`config.mk`:
```
export PLATFORM = sky130hd
export DESIGN_NAME = aes_axis_slave_flat
export DESIGN_NICKNAME = d
export VERILOG_FILES = /design/src/rtl/aes_axis_slave_pkg.sv /design/src/rtl/aes_axis_slave_if.sv /design/src/rtl/aes_axis_slave_axis_word_packer.sv /design/src/rtl/aes_axis_slave.sv /design/src/flat_wrapper.sv
export SDC_FILE = /design/constraint.sdc
export NUM_CORES = 1
export LEC_CHECK = 0
export ABC_AREA = 1
export CAP_MARGIN = 10
export CORE_MARGIN = 10
export CORE_UTILIZATION = 35
export DETAILED_ROUTE_END_ITERATION = 10
export HOLD_SLACK_MARGIN = 0.02
export PLACE_DENSITY = 0.65
export SKIP_LAST_GASP = 1
export SLEW_MARGIN = 15
export SYNTH_ARGS = -nofsm -noshare
export SYNTH_HDL_FRONTEND = slang
export SYNTH_SLANG_ARGS = --single-unit
```
`constraint.sdc`:
```
create_clock -name clk -period 5.75 [get_ports clk]
set_clock_uncertainty 0.1 [all_clocks]
set_input_delay 1.4375 -clock clk [delete_from_list [all_inputs] [get_ports clk]]
set_output_delay 1.4375 -clock clk [all_outputs]
set_load 0.02 [all_outputs]
```
`src/rtl/aes_axis_slave_pkg.sv`:
```
// Shared widths and the ingress FSM encoding for the AES AXI-Stream slave.
package aes_axis_slave_pkg;
   localparam int WORD_S = 32;   // AXI-Stream beat width
   localparam int BLK_S  = 128;  // AES block / input FIFO entry width

   typedef enum logic [1:0] {
      S_CMD   = 2'd0,  // waiting for the command word
      S_DATA  = 2'd1,  // packing payload words into blocks
      S_FLUSH = 2'd2,  // last block loaded, waiting for it to leave
      S_DONE  = 2'd3   // packet handed off, waiting for the controller
   } state_t;
endpackage

```
`src/rtl/aes_axis_slave_if.sv`:
```
// Stream-in and FIFO-out handshake bundle for the AES ingress stage.
// Handshake rule for both channels: a transfer happens on a rising clk edge
// where valid && ready; valid, once raised, holds with stable data until
// that transfer, and valid never waits on ready.
interface aes_axis_slave_if
   import aes_axis_slave_pkg::*;
#(
   parameter int AXIS_DATA_WIDTH = WORD_S,
   parameter int BLK_WIDTH       = BLK_S
) ();
   logic [AXIS_DATA_WIDTH-1:0] s_axis_tdata;
   logic                       s_axis_tvalid;
   logic                       s_axis_tlast;
   logic                       s_axis_tready;
   logic                       in_fifo_write_tvalid;
   logic                       in_fifo_write_tready;
   logic [BLK_WIDTH-1:0]       in_fifo_data;

   modport slave (
      input  s_axis_tdata, s_axis_tvalid, s_axis_tlast,
      output s_axis_tready,
      output in_fifo_write_tvalid, in_fifo_data,
      input  in_fifo_write_tready
   );

   modport master (
      output s_axis_tdata, s_axis_tvalid, s_axis_tlast,
      input  s_axis_tready,
      input  in_fifo_write_tvalid, in_fifo_data,
      output in_fifo_write_tready
   );
endinterface

```
`src/rtl/aes_axis_slave_axis_word_packer.sv`:
```
// Packs stream words MSW-first into blocks and holds each finished block
// for the FIFO. A short final block is zero-padded in its low words.
module axis_word_packer #(
   parameter int AXIS_DATA_WIDTH = 32,
   parameter int BLK_WIDTH       = 128
) (
   input  logic                       clk,
   input  logic                       reset,
   input  logic                       clr,
   input  logic                       beat_acc,
   input  logic [AXIS_DATA_WIDTH-1:0] beat_data,
   input  logic                       beat_last,
   input  logic                       push_ready,
   output logic                       blk_valid,
   output logic [BLK_WIDTH-1:0]       blk_data,
   output logic                       blk_full,
   output logic                       blk_stall
);
   localparam int N  = BLK_WIDTH / AXIS_DATA_WIDTH;
   localparam int CW = $clog2(N);

   logic [CW-1:0]        cnt;
   logic [BLK_WIDTH-1:0] gather;
   logic [BLK_WIDTH-1:0] next_gather;
   logic                 load;
   logic                 push;

   // Gather contents with the current beat dropped into its slot.
   always_comb begin
      next_gather = gather;
      next_gather[BLK_WIDTH - AXIS_DATA_WIDTH * (int'(cnt) + 1) +: AXIS_DATA_WIDTH] = beat_data;
   end

   assign blk_full  = (cnt == CW'(N - 1));
   assign load      = beat_acc && (blk_full || beat_last);
   assign push      = blk_valid && push_ready;
   assign blk_stall = blk_valid && !push_ready;

   // Word counter and gather register; cleared after every block so a
   // short block arrives with zeros in its unfilled words.
   always_ff @(posedge clk or negedge reset) begin
      if (!reset) begin
         cnt    <= '0;
         gather <= '0;
      end else if (clr) begin
         cnt    <= '0;
         gather <= '0;
      end else if (beat_acc) begin
         if (load) begin
            cnt    <= '0;
            gather <= '0;
         end else begin
            cnt    <= cnt + CW'(1);
            gather <= next_gather;
         end
      end
   end

   // Holding register toward the FIFO; reloads in the same cycle it pushes.
   always_ff @(posedge clk or negedge reset) begin
      if (!reset) begin
         blk_valid <= 1'b0;
         blk_data  <= '0;
      end else if (load) begin
         blk_valid <= 1'b1;
         blk_data  <= next_gather;
      end else if (push) begin
         blk_valid <= 1'b0;
      end
   end
endmodule

```
`src/rtl/aes_axis_slave.sv`:
```
// AES ingress stage: latches the command word of each packet, packs the
// payload into blocks for the input FIFO, then waits for the controller.
module aes_axis_slave
   import aes_axis_slave_pkg::*;
#(
   parameter int AXIS_DATA_WIDTH = WORD_S,
   parameter int BLK_WIDTH       = BLK_S
) (
   input  logic                       clk,
   input  logic                       reset,
   aes_axis_slave_if.slave            axis,
   output logic [AXIS_DATA_WIDTH-1:0] aes_cmd,
   output logic                       axis_slave_done,
   input  logic                       processing_done,
   output logic                       pkt_len_err,
   output state_t                     state_dbg
);
   state_t state;
   logic   run;        // low only in the first cycle after reset, keeps tready 0 in reset
   logic   tready_c;
   logic   beat_any;
   logic   beat_data;
   logic   blk_full;
   logic   blk_stall;
   logic   clr;

   assign beat_any  = axis.s_axis_tvalid && tready_c;
   assign beat_data = beat_any && (state == S_DATA);
   assign clr       = (state == S_DONE) && processing_done;
   assign state_dbg = state;
   assign axis.s_axis_tready = tready_c;

   // Stream ready: stall only when a block-completing beat (4th word or a
   // short tlast) would have to load a holding register that cannot drain.
   always_comb begin
      tready_c = 1'b0;
      case (state)
         S_CMD:   tready_c = run;
         S_DATA:  tready_c = !(blk_stall && (blk_full || axis.s_axis_tlast));
         default: tready_c = 1'b0;
      endcase
   end

   axis_word_packer #(
      .AXIS_DATA_WIDTH (AXIS_DATA_WIDTH),
      .BLK_WIDTH       (BLK_WIDTH)
   ) u_packer (
      .clk        (clk),
      .reset      (reset),
      .clr        (clr),
      .beat_acc   (beat_data),
      .beat_data  (axis.s_axis_tdata),
      .beat_last  (axis.s_axis_tlast),
      .push_ready (axis.in_fifo_write_tready),
      .blk_valid  (axis.in_fifo_write_tvalid),
      .blk_data   (axis.in_fifo_data),
      .blk_full   (blk_full),
      .blk_stall  (blk_stall)
   );

   // Packet-level FSM with registered command, done and length-error outputs.
   always_ff @(posedge clk or negedge reset) begin
      if (!reset) begin
         state           <= S_CMD;
         run             <= 1'b0;
         aes_cmd         <= '0;
         axis_slave_done <= 1'b0;
         pkt_len_err     <= 1'b0;
      end else begin
         run <= 1'b1;
         case (state)
            S_CMD: begin
               if (beat_any) begin
                  aes_cmd     <= axis.s_axis_tdata;
                  pkt_len_err <= 1'b0;
                  if (axis.s_axis_tlast) begin
                     axis_slave_done <= 1'b1;
                     state           <= S_DONE;
                  end else begin
                     state <= S_DATA;
                  end
               end
            end
            S_DATA: begin
               if (beat_data && axis.s_axis_tlast) begin
                  if (!blk_full) pkt_len_err <= 1'b1;
                  state <= S_FLUSH;
               end
            end
            S_FLUSH: begin
               if (!axis.in_fifo_write_tvalid) begin
                  axis_slave_done <= 1'b1;
                  state           <= S_DONE;
               end
            end
            S_DONE: begin
               if (processing_done) begin
                  axis_slave_done <= 1'b0;
                  state           <= S_CMD;
               end
            end
            default: state <= S_CMD;
         endcase
      end
   end
endmodule

```
`src/flat_wrapper.sv`:
```
// flat-port wrapper written by rule: the top's interface ports become plain ports
module aes_axis_slave_flat import aes_axis_slave_pkg::*;
#(
   parameter int AXIS_DATA_WIDTH = WORD_S,
   parameter int BLK_WIDTH       = BLK_S
)
  (clk, reset, aes_cmd, axis_slave_done, processing_done, pkt_len_err, state_dbg, axis_s_axis_tdata, axis_s_axis_tvalid, axis_s_axis_tlast, axis_s_axis_tready, axis_in_fifo_write_tvalid, axis_in_fifo_data, axis_in_fifo_write_tready);
  aes_axis_slave_if #(.AXIS_DATA_WIDTH(AXIS_DATA_WIDTH), .BLK_WIDTH(BLK_WIDTH)) axis_i ();
  input  logic clk;
  input  logic reset;
  output logic [AXIS_DATA_WIDTH-1:0] aes_cmd;
  output logic axis_slave_done;
  input  logic processing_done;
  output logic pkt_len_err;
  output state_t state_dbg;
  input wire logic [$bits(axis_i.s_axis_tdata)-1:0] axis_s_axis_tdata;
  input wire logic [$bits(axis_i.s_axis_tvalid)-1:0] axis_s_axis_tvalid;
  input wire logic [$bits(axis_i.s_axis_tlast)-1:0] axis_s_axis_tlast;
  output wire logic [$bits(axis_i.s_axis_tready)-1:0] axis_s_axis_tready;
  output wire logic [$bits(axis_i.in_fifo_write_tvalid)-1:0] axis_in_fifo_write_tvalid;
  output wire logic [$bits(axis_i.in_fifo_data)-1:0] axis_in_fifo_data;
  input wire logic [$bits(axis_i.in_fifo_write_tready)-1:0] axis_in_fifo_write_tready;
  assign axis_i.s_axis_tdata = axis_s_axis_tdata;
  assign axis_i.s_axis_tvalid = axis_s_axis_tvalid;
  assign axis_i.s_axis_tlast = axis_s_axis_tlast;
  assign axis_s_axis_tready = axis_i.s_axis_tready;
  assign axis_in_fifo_write_tvalid = axis_i.in_fifo_write_tvalid;
  assign axis_in_fifo_data = axis_i.in_fifo_data;
  assign axis_i.in_fifo_write_tready = axis_in_fifo_write_tready;
  aes_axis_slave #(.AXIS_DATA_WIDTH(AXIS_DATA_WIDTH), .BLK_WIDTH(BLK_WIDTH)) u_core (.clk(clk), .reset(reset), .axis(axis_i), .aes_cmd(aes_cmd), .axis_slave_done(axis_slave_done), .processing_done(processing_done), .pkt_len_err(pkt_len_err), .state_dbg(state_dbg));
endmodule
```
==> flow_summary.json <==
{
  "post_cts_resized": 0,
  "cp.required_ns": 4.21,
  "die_height_um": 214,
  "cts_tree": "yes",
  "drt-initial-drc-count": 1081,
  "boundaryPins": 204,
  "worstPathMaxFanout": 6,
  "area_delta_synth_final_pct": 26.2,
  "cp-end-kind": "output port",
  "maxCapViolations": 0,
  "postPlaceCellArea_mm2": 0.0155,
  "synth.cell_area_mm2": 0.0131,
  "die_area_mm2": 0.0457,
  "synth_top_area_share_pct": 56.4,
  "static-leakage-power_nw": 7.85,
  "yosysTopAreaCell": "dfrtp_1",
  "reg2reg_slack_ns": 2.52,
  "period_minus_slack_ns": 4.51,
  "post_cts_hold_buffer_count": 0,
  "std_cell_rows": 70,
  "numCtsBuffers": 34,
  "drt_first_pass_iters": 5,
  "max_freq_mhz": 222,
  "rsz0062_at_grt": "no",
  "syn-num-nets": 1581,
  "grt_pass1_wl_mm": 63.6,
  "hold_viol_final": 0,
  "peakVddDrop_uv": 213,
  "crit_path_start_kind": "input pin",
  "cts-htree-levels": 2,
  "synthCells": 1533,
  "worstPathArrival_ns": 2.98,
  "yosysWarnings": 0,
  "num_antenna_cells": 0,
  "syn_avg_cell_area_um2": 8.57,
  "hold_path_class": "reg2reg",
  "final_nets": 1739,
  "setup_viol": 0,
  "overflow": 0,
  "tns_ns": 0,
  "clock_path_buffers": 3,
  "drv_slew": 0,
  "post_cts_buffers": 0,
  "synth.area.top_cells": "dfrtp_1, nand2_1, o22ai_1",
  "initial_utilization_pct": 35.6,
  "cts-root-buf": "clkbuf_16",
  "gr-usage-all-layers_pct": 17.6,
  "drive_above_1_share_pct": 7.58,
  "core_area_mm2": 0.0369,
  "outcome": "finished, final reports clean",
  "clock-sinks": 296,
  "dr_total_vias": 11023,
  "drc_errors": 0,
  "ys_seq_elements": 296,
  "gp_congestion": 0.815,
  "slew_headroom_pct": 18.2,
  "antenna_found_initial": 0,
  "insertion_delay_ns": 0.51,
  "clk_pin_slew_ns": 0.05,
  "wire_per_inst_um": 18.4,
  "io_buffers": 203,
  "finalInstanceArea_mm2": 0.0166,
  "powerDensity_mw_per_mm2": 531,
  "dieWidth_um": 214,
  "ant_nets": 0,
  "grt_start_max_net_pins": 195,
  "synthDistinctLibCells": 31,
  "critPathKind": "in2out",
  "worst_pin_slew_ns": 1.23,
  "fin_crit_sh_pct": 78.5,
  "dp_hpwl_mm": 27.2,
  "drt_wl_total_mm": 40.9,
  "seq_area_frac_synth_pct": 56.4,
  "grt_pass1_vias": 10745,
  "drt-vias-per-instance": 4.97
}
-- routing by layer --
layer / track usage, % / vias up / part of all wire, %
li1: - / 5205 / -
met1: 23.9 / 5368 / 44
met2: 28.1 / 398 / 47
met3: 3.39 / 52 / 7.1
met4: 4.69 / 0 / 2.1
met5: 0 / - / 0
-- layout make-up --
class / instances / area, µm²
sequential: 296 / 7410
clock inverter: 6 / 55.1
tap: 504 / 631
fill: 3591 / 20300
timing repair buffer: 222 / 2220
inverter: 146 / 551
multi-input combinational: 991 / 4650
clock buffer: 54 / 1080
-- worst paths after layout --
check                                            start                     endpoint  cells past startpoint
setup / recovery                     axis_s_axis_tlast           axis_s_axis_tready                      7
setup reg to reg                u_core.u_packer.cnt[0]   u_core.u_packer.gather[69]                      8
max in group asynchronous                        reset   u_core.u_packer.gather[94]                      2
min in group asynchronous                        reset   u_core.u_packer.gather[12]                      1
hold reg to reg            u_core.u_packer.blk_data[6]  u_core.u_packer.blk_data[6]                      2
hold / removal             u_core.u_packer.blk_data[6]  u_core.u_packer.blk_data[6]                      2
-- stage by stage --
stage                     setup WS, ns  hold slack (ns)  total power [mW]  utilization, %  std cells
after global placement            1.22            0.362              6.60            41.9       2159
after CTS                         1.22            0.378              8.91            45.0       2219
after floorplan                   2.34            0.350              5.17               -       1533
after global routing              1.16            0.390              9.34            45.0       2219
final                             1.24            0.374              8.80            45.0       2219
after detailed placement          1.23            0.364              6.68            41.9       2159
-- flip-flops by register name, summed over array words and instances, names as in the netlist --
name and cells:
u_core.state_dbg 2, u_core.run 1, u_core.u_packer.blk_data 128, u_core.u_packer.gather 128, u_core.pkt_len_err 1, u_core.u_packer.cnt 2, u_core.axis_slave_done 1, u_core.aes_cmd 32
u_core.u_packer.blk_valid 1
-- cell families (layout without fill, tap and decap cells) --
logic type	Yosys count	after routing	share of synthesized area, %
compound gates	295	295	13.6
flops	296	296	56.4
simple gates	685	685	20.7
fa+ha+maj	10	10	0.952
other cells	1	1	0.0285
buf+inv	246	428	8.40
-- Yosys cell counts --
library cell / instances
a21boi_2: 1
a21oi_1: 4
a22oi_1: 32
buf_12: 3
buf_2: 34
buf_4: 13
buf_6: 3
buf_8: 1
clkbuf_1: 45
clkbuf_4: 1
clkinv_1: 1
conb_1: 1
dfrtp_1: 296
ha_1: 10
inv_1: 143
inv_2: 1
inv_4: 1
nand2_1: 550
nand2_2: 21
nand2_4: 1
nand3_1: 38
nand3_4: 1
nand4_1: 3
nand4_2: 1
nor2_1: 68
nor2_4: 1
o21ai_0: 118
o21ai_1: 17
o21ai_2: 27
o22ai_1: 96
or2_2: 1
-- power by group --
group	leakage [nW]	switching, mW	internal (mW)
Sequential	4.00	0.312	2.75
Clock	0.564	0.853	1.33
Combinational	3.28	2.25	1.31
-- cell usage in the layout, fill, tap and decap left out, types with 2 or more instances in the layout --
master | netlist | final
nand4_1 | 3 | 3
o21ai_2 | 27 | 27
nand3_1 | 38 | 38
clkbuf_1 | 45 | 8
inv_1 | 143 | 143
a22oi_1 | 32 | 32
nand2_2 | 21 | 21
nand2_1 | 550 | 549
a21oi_1 | 4 | 4
clkdlybuf4s50_1 | 0 | 202
clkinv_2 | 0 | 5
ha_1 | 10 | 10
clkbuf_16 | 0 | 37
clkbuf_8 | 0 | 9
buf_12 | 3 | 3
o21ai_0 | 118 | 118
dfrtp_1 | 296 | 296
nand2_4 | 1 | 2
o22ai_1 | 96 | 96
o21ai_1 | 17 | 17
buf_4 | 13 | 16
nor2_1 | 68 | 67
-- worst max-delay path: stages --
cell	delay, ns
clkdlybuf4s50_1	0.40
inv_1	0.12
nand2_2	0.11
nand2_2	0.08
nand2_2	0.07
nand2_4	0.13
clkdlybuf4s50_1	0.63
(Power assumes the default switching activity.)
